$ cat config.mk
export PLATFORM = sky130hd
export DESIGN_NAME = mux_n_sync
export DESIGN_NICKNAME = d
export VERILOG_FILES = /design/src/rtl/mux_pkg.sv /design/src/rtl/mux_guard_cnt.sv /design/src/rtl/mux_n_sync.sv
export SDC_FILE = /design/constraint.sdc
export NUM_CORES = 1
export LEC_CHECK = 0
export ABC_AREA = 1
export CAP_MARGIN = 20
export CORE_AREA = 2 2 42 44
export DETAILED_ROUTE_END_ITERATION = 7
export DIE_AREA = 0 0 44 46
export GPL_ROUTABILITY_DRIVEN = 0
export GPL_TIMING_DRIVEN = 0
export HOLD_SLACK_MARGIN = 0.05
export MAX_ROUTING_LAYER = met4
export PLACE_DENSITY = 0.68
export SYNTH_ARGS = -nofsm -noshare
export SYNTH_HDL_FRONTEND = slang
export SYNTH_SLANG_ARGS = --single-unit
$ cat constraint.sdc
create_clock -name clk -period 1.2 [get_ports clk]
set_input_delay 0.24 -clock clk [delete_from_list [all_inputs] [get_ports clk]]
set_output_delay 0.24 -clock clk [all_outputs]
set_load 0.02 [all_outputs]
$ cat src/rtl/mux_pkg.sv
// Shared state encoding, default timing values and counter sizing helper for mux_n_sync.
package mux_pkg;

    typedef enum logic {
        StActive = 1'b0,
        StBlank  = 1'b1
    } mux_state_e;

    localparam int unsigned DEF_GUARD = 4;
    localparam int unsigned DEF_DWELL = 16;

    // Bits needed to hold n-1, never less than one.
    function automatic int unsigned cnt_width(input int unsigned n);
        return (n <= 2) ? 1 : int'($clog2(n));
    endfunction

endpackage

$ cat src/rtl/mux_guard_cnt.sv
// Loadable saturating down-counter with zero flag; used for both guard and dwell timing.
module mux_guard_cnt #(
    parameter int unsigned     CW      = 2,
    parameter logic [CW-1:0]   RST_VAL = '0
) (
    input  logic          clk,
    input  logic          rst,
    input  logic          load,
    input  logic [CW-1:0] load_val,
    input  logic          dec,
    output logic          zero
);

    logic [CW-1:0] cnt_q, cnt_d;

    always_comb begin
        cnt_d = cnt_q;
        if (load) begin
            cnt_d = load_val;
        end else if (dec && (cnt_q != '0)) begin
            cnt_d = cnt_q - CW'(1);
        end
    end

    always_ff @(posedge clk or posedge rst) begin
        if (rst) begin
            cnt_q <= RST_VAL;
        end else begin
            cnt_q <= cnt_d;
        end
    end

    assign zero = (cnt_q == '0);

endmodule

$ cat src/rtl/mux_n_sync.sv
// Registered N-channel mux with guard blanking after each switch.
// Optional auto-scan of channels is enabled by defining MUX_N_SYNC_SCAN_EN.
module mux_n_sync
    import mux_pkg::*;
#(
    parameter int unsigned N_CH  = 8,
    parameter int unsigned W     = 1,
    parameter int unsigned SELW  = 3,
    parameter int unsigned GUARD = DEF_GUARD,
    parameter int unsigned DWELL = DEF_DWELL
) (
    input  logic                clk,
    input  logic                rst,
    input  logic [N_CH*W-1:0]   x,
    input  logic [SELW-1:0]     sel_req,
    input  logic                sel_load,
    input  logic                scan_en,
    output logic [W-1:0]        y,
    output logic                y_valid,
    output logic [SELW-1:0]     cur_sel,
    output logic                sel_busy,
    output logic                sel_err
);

    localparam int unsigned    GCW        = cnt_width(GUARD);
    localparam logic [GCW-1:0] GUARD_INIT = GCW'(GUARD - 1);

    mux_state_e    state_q, state_d;
    logic [SELW-1:0] cur_sel_q, cur_sel_d;
    logic [W-1:0]  y_q, y_d;
    logic          y_valid_q, y_valid_d;
    logic          sel_busy_q, sel_busy_d;
    logic          sel_err_q, sel_err_d;

    logic          sel_ok, req_switch, scan_adv, guard_zero;
    logic [SELW-1:0] scan_sel;

    // Unused select codes read as zero so the index is always in range.
    logic [W-1:0]  ch [2**SELW];
    for (genvar i = 0; i < 2**SELW; i++) begin : g_ch
        if (i < N_CH) begin : g_used
            assign ch[i] = x[i*W +: W];
        end else begin : g_pad
            assign ch[i] = '0;
        end
    end

    assign sel_ok     = (32'(sel_req) < N_CH);
    assign req_switch = sel_load && sel_ok && (state_q == StActive) && (sel_req != cur_sel_q);

`ifdef MUX_N_SYNC_SCAN_EN
    localparam int unsigned     DCW     = cnt_width(DWELL);
    localparam logic [SELW-1:0] LAST_CH = SELW'(N_CH - 1);

    logic dwell_zero, dwell_run;

    // Counts only while scanning in ACTIVE; otherwise held reloaded to DWELL-1.
    assign dwell_run = (state_q == StActive) && scan_en && !req_switch && !dwell_zero;
    assign scan_adv  = (state_q == StActive) && scan_en && dwell_zero && !req_switch;
    assign scan_sel  = (cur_sel_q == LAST_CH) ? '0 : cur_sel_q + SELW'(1);

    mux_guard_cnt #(
        .CW      (DCW),
        .RST_VAL ('0)
    ) u_dwell_cnt (
        .clk      (clk),
        .rst      (rst),
        .load     (!dwell_run),
        .load_val (DCW'(DWELL - 1)),
        .dec      (dwell_run),
        .zero     (dwell_zero)
    );
`else
    localparam int unsigned unused_dwell = DWELL;
    logic unused_scan_en;

    assign unused_scan_en = scan_en;
    assign scan_adv       = 1'b0;
    assign scan_sel       = cur_sel_q;
`endif

    mux_guard_cnt #(
        .CW      (GCW),
        .RST_VAL (GUARD_INIT)
    ) u_guard_cnt (
        .clk      (clk),
        .rst      (rst),
        .load     (req_switch || scan_adv),
        .load_val (GUARD_INIT),
        .dec      (state_q == StBlank),
        .zero     (guard_zero)
    );

    always_comb begin
        state_d    = state_q;
        cur_sel_d  = cur_sel_q;
        y_d        = y_q;
        y_valid_d  = y_valid_q;
        sel_busy_d = sel_busy_q;
        sel_err_d  = sel_load && !sel_ok;

        unique case (state_q)
            StActive: begin
                if (req_switch || scan_adv) begin
                    cur_sel_d  = req_switch ? sel_req : scan_sel;
                    state_d    = StBlank;
                    y_d        = '0;
                    y_valid_d  = 1'b0;
                    sel_busy_d = 1'b1;
                end else begin
                    y_d        = ch[cur_sel_q];
                    y_valid_d  = 1'b1;
                    sel_busy_d = 1'b0;
                end
            end
            StBlank: begin
                if (guard_zero) begin
                    state_d    = StActive;
                    y_d        = ch[cur_sel_q];
                    y_valid_d  = 1'b1;
                    sel_busy_d = 1'b0;
                end else begin
                    y_d        = '0;
                    y_valid_d  = 1'b0;
                    sel_busy_d = 1'b1;
                end
            end
            default: state_d = StBlank;
        endcase
    end

    always_ff @(posedge clk or posedge rst) begin
        if (rst) begin
            state_q    <= StBlank;
            cur_sel_q  <= '0;
            y_q        <= '0;
            y_valid_q  <= 1'b0;
            sel_busy_q <= 1'b1;
            sel_err_q  <= 1'b0;
        end else begin
            state_q    <= state_d;
            cur_sel_q  <= cur_sel_d;
            y_q        <= y_d;
            y_valid_q  <= y_valid_d;
            sel_busy_q <= sel_busy_d;
            sel_err_q  <= sel_err_d;
        end
    end

    assign y        = y_q;
    assign y_valid  = y_valid_q;
    assign cur_sel  = cur_sel_q;
    assign sel_busy = sel_busy_q;
    assign sel_err  = sel_err_q;

endmodule
=== Yosys cells after proc, flatten, opt, wreduce, memory -nomap -nowiden ===
Cells that the tools add are included.

* Word-level logic and storage cells: 31
* Bits in registers: 8
* Output and inout port bits: 7

* Reduce and logical (&&, ||, !) cells: 7
* Bitwise operators: 2
* Muxes and demuxes: 14
* Equality and inequality tests: 1
* Add/subtract/negate cells: 1
* $lt $le $gt $ge: 1

{| class="wikitable"
|+ Operators by type and width
! operator !! count
|-
| $mux W1 || 8
|-
| $pmux W1 S2 || 3
|-
| $ge A4 B4 Y1 const B || 1
|-
| $mux W2 || 2
|-
| $not A3 Y4 || 1
|-
| $reduce_bool A2 Y1 || 2
|-
| $bmux W1 S3 || 1
|-
| $logic_and A1 B1 Y1 || 3
|-
| $ne A3 B3 Y1 || 1
|-
| $logic_not A2 Y1 || 1
|-
| $reduce_and A2 Y1 || 1
|-
| $sub A2 B1 Y2 const B || 1
|-
| $not A1 Y1 || 1
|}

=== Depth between registers and ports, before layout ===
* Depth in word-level cells: 6
* Gate-level depth with buffers: 8
* Depth with buffers taken out: 7

=== Modules after synthesis ===
From an unflattened synthesis, not the netlist that was laid out.

* Cell total of the unflattened synthesis: 78
* Area, all modules: 530.5 um2

{| class="wikitable"
|+ By module, submodules not included
! module !! cells each !! sequential area each (um2) !! area an instance (um2) !! instances
|-
| mux_n_sync || 58 || 151.4 || 396.6 || 1
|-
| mux_guard_cnt || 20 || 52.6 || 133.9 || 1
|}

=== Worst setup path before layout ===
Ideal clock, no wire load.

* Path type: flip-flop to flip-flop
* Start: reg u_guard_cnt.cnt_q[0]
* End: reg u_guard_cnt.cnt_q[0]
* Slack: -0.120 ns
* Period minus slack after synthesis: 1.320 ns
* Data required time: 1.136 ns
* Setup time: 0.064 ns
* Data arrival time: 1.257 ns
* Cell stages (with the launch flop): 6
* Cell sequence: dfstp_2 -> inv_1 -> ha_1 -> or2_4 -> or2_0 -> nand3_1

* Cells in the longest elaborated chain, start to end: 3
* Elaborated cells on any way between the ends: 6
* Those cells by class: 1 x add/sub; 2 x mux; 3 x reduce/logical

{| class="wikitable"
|+ RTL lines
! what !! line !! source
|-
| start, declared || mux_guard_cnt.sv:14 || <nowiki>logic [CW-1:0] cnt_q, cnt_d;</nowiki>
|-
| start signal, assigned || mux_guard_cnt.sv:29 || <nowiki>cnt_q <= cnt_d;</nowiki>
|-
| $sub A2 B1 Y2 or $reduce_bool A2 Y1 (tied branches) || mux_guard_cnt.sv:21, mux_guard_cnt.sv:20 ||
|-
| $mux W2 or $logic_and A1 B1 Y1 (tied branches) || mux_guard_cnt.sv:20 || <nowiki>end else if (dec && (cnt_q != '0)) begin</nowiki>
|-
| $mux W2 or $reduce_bool A2 Y1 (tied branches) || - ||
|}

Several ways; a longest one is shown, not always the timed one. The select of a mux whose other input is x is not followed.
A chain may end at the register's enable or synchronous reset.

=== Worst setup path in the final report ===
* Start: reg u_guard_cnt.cnt_q[0]
* End: reg u_guard_cnt.cnt_q[1]

The elaborated chain is that of the path after synthesis.

==> flow_summary.json <==
{
  "diodes": 0,
  "placed_area_sq_um": 736,
  "p_int_w": 0.00109,
  "fp.dieW_microns": 44,
  "yosysTopAreaCell": "dfrtp_1",
  "drv_slew": 0,
  "path_buf_inv": 1,
  "total_leakage_power_nw": 0.424,
  "clkSinkCount": 8,
  "power.density_nw_per_um2": 2370,
  "final_layout_size_suffix_gt1_frac": 0.276,
  "final_nets": 115,
  "syn_nets": 87,
  "outcome": "complete, but fails checks",
  "grt_start_max_net_pins": 9,
  "synthTopCellsByArea": "dfrtp_1 24%, dfstp_2 15%, nand2_1 14%, inv_1 12%, nand3_1 6.7%",
  "cts_buffers": 3,
  "clock_skew_ns": 0.00873,
  "vias": 488,
  "holdCritPathClass": "in2async",
  "drtIter0Drc": 6,
  "setup-tns-final_ns": -0.503,
  "r2r_end": "u_guard_cnt.cnt_q[1]$_DFFE_PP1P_",
  "cts_tree": "yes",
  "rows": 15,
  "num_io_pins": 22,
  "grtUsageTotal": 0.132,
  "dpl.hpwl_microns": 866,
  "io_buffers": 19,
  "end_kind": "register",
  "synth_seq_area_share": 0.391,
  "seqPwrFrac": 0.276,
  "ff2ff_path_depth": 5,
  "pwr-share-clk": 0.118,
  "core_sq_um": 1610,
  "cp_slowest_cell": "dfstp_2",
  "utilization": 0.490,
  "ctsHoldBuffers": 0,
  "clockBufferDepth": 2,
  "syn_avg_cell_area_sq_um": 7.35,
  "synthesis.instances": 71,
  "drc_errors": 0,
  "cts_root_buffer": "clkbuf_4",
  "rsz0062_at_grt": "yes",
  "start_util": 0.323,
  "critPathArrivalTime_ns": 1.52,
  "yosys_register_bits": 8,
  "switching_share": 0.418,
  "fmax_mhz": 753,
  "wl_per_cell_microns": 10.0,
  "die_h_microns": 46,
  "grt_pass1_vias": 442,
  "crit_required_ns": 1.39,
  "dr.pass1.iters": 4,
  "area_growth_pct": 51.6,
  "cap_violations": 0,
  "dp_cells": 107,
  "fillers": 163,
  "setup_viol": 5,
  "path_clk_slew_ns": 0.06,
  "clock_latency_ns": 0.26,
  "grt_pass1_wl_mm": 1.82,
  "cp-start-kind": "register",
  "cts_max_level": 1,
  "antenna_found_initial": 0,
  "final_hold_viol_count": 0,
  "grt-ovfl-total": 0,
  "synth_top_cell_area_share": 0.240,
  "crit_chain": "inv_2 > ha_4 > or2_4 > or2_0 > nand3_1",
  "combPwrFrac": 0.606,
  "ys_warn_count": 0,
  "finalWorstSetupSlack_ns": -0.128,
  "reg2reg_from": "u_guard_cnt.cnt_q[0]$_DFFE_PP1P_",
  "post-route-period-util": 1.11,
  "max_stage_delay_ns": 0.53,
  "ant_nets": 0,
  "r2r_slack_ns": -0.13,
  "violations": "negative setup slack",
  "crit_family": "simple AND/OR/NAND/NOR gates",
  "final_cells": 115,
  "vias_per_cell": 4.24,
  "fin_crit_ns": 1.33,
  "crit_path_max_fanout": 5,
  "power.net_switching_w": 0.000784,
  "ir_worst_vdd_uv": 1130,
  "final_cell_area_sq_um": 791,
  "wirelength_mm": 1.15,
  "die_area_sq_um": 2020,
  "synth_cell_types": 20,
  "pre_cts_ws_ns": -0.141,
  "syn_area_sq_um": 522,
  "crit_type": "reg2reg"
}
metrics by stage:
step	total power, W	hold WS [ns]
after floorplan	0.00124	0.0535
after global placement	0.00156	0.492
after detailed placement	0.00159	0.502
after CTS	0.00185	0.245
after global routing	0.00206	0.250
final	0.00187	0.236
layout by cell type (no fill, tap or decap):
cell type and count:
inv_4 1, or2_0 2, nand2_1 20, nand3b_1 1, ha_4 1, nand3_1 7
xnor2_1 1, nand3_2 1, dfrtp_1 5, clkbuf_2 1, buf_4 6, o21ai_0 2
clkdlybuf4s15_2 1, clkdlybuf4s15_1 2, clkbuf_4 3, buf_6 1, nand2_2 2, clkbuf_1 1
inv_2 2, dfstp_2 3, nand2_4 2, buf_2 1, nor2_1 2, or2_4 1
conb_1 1, inv_1 14, nor2_2 1, clkdlybuf4s50_1 13
flip-flops by register name, summed over array words and instances (netlist names):
signal	flops
sel_busy	1
cur_sel	3
y	1
y_valid	1
u_guard_cnt.cnt_q	2
timing repair:
action	in CTS	in global routing
pin swaps	1	4
gates resized for setup	13	7
setup endpoints to repair	8	9
buffers inserted	3	1
synth_stat cells:
library cell   n
nand3_1        7
o21ai_0        2
nor2_1         2
buf_6          1
inv_4          1
buf_4          1
or2_0          2
nand2_4        2
nor2_2         1
ha_1           1
inv_1         16
or2_4          1
dfstp_2        3
nand2_2        2
conb_1         1
xnor2_1        1
nand3b_1       1
nand2_1       20
nand3_2        1
dfrtp_1        5
cells by family after synthesis:
group,after synthesis,synth area share
buf+inv,19,0.163
flops,8,0.391
compound gates,2,0.0192
simple gates,39,0.379
xor+xnor,1,0.0168
other cells,1,0.00719
fa+ha+maj,1,0.0240
how the worst max path moves through the flow:
stage / startpoint / to / slack [ns] / cells after the start
finish: u_guard_cnt.cnt_q[0]$_DFFE_PP1P_ / u_guard_cnt.cnt_q[1]$_DFFE_PP1P_ / -0.13 / 5
global route: u_guard_cnt.cnt_q[0]$_DFFE_PP1P_ / u_guard_cnt.cnt_q[1]$_DFFE_PP1P_ / -0.18 / 5
CTS: u_guard_cnt.cnt_q[1]$_DFFE_PP1P_ / u_guard_cnt.cnt_q[1]$_DFFE_PP1P_ / -0.12 / 5
detailed placement: sel_busy$_DFF_PP1_ / sel_busy / -0.14 / 1
global placement: sel_busy$_DFF_PP1_ / sel_busy / -0.14 / 1
floorplan: u_guard_cnt.cnt_q[1]$_DFFE_PP1P_ / u_guard_cnt.cnt_q[0]$_DFFE_PP1P_ / -0.08 / 5
cell type report:
| cell class | instances | area, sq um | share of cell area |
|---|---|---|---|
| clock buffers | 4 | 26.3 | 0.0332 |
| inverters | 17 | 66.3 | 0.0839 |
| repair buffers | 23 | 209 | 0.264 |
| flip-flops and latches | 8 | 204 | 0.258 |
| multi-input cells | 44 | 245 | 0.310 |
| well taps | 17 | 21.3 | 0.0269 |
| plain buffers | 2 | 18.8 | 0.0237 |
per-layer routing:
metal  part of all wire  vias to the layer above  track usage
li1                   -                      260            -
met1               0.41                      212        0.128
met2               0.51                       16        0.224
met3              0.077                        0       0.0794
met4                  0                        0       0.0364
met5                  0                        -            -
power by group through the flow:
stage	Sequential (W)	Combinational, W	Clock, W
after detailed placement	0.000547	0.00104	0
final	0.000517	0.00114	0.000221
after global placement	0.000541	0.00102	0
after floorplan	0.000650	0.000591	0
after global routing	0.000534	0.00127	0.000256
after CTS	0.000518	0.00110	0.000234
No activity file was read; power rests on OpenSTA's default activity.
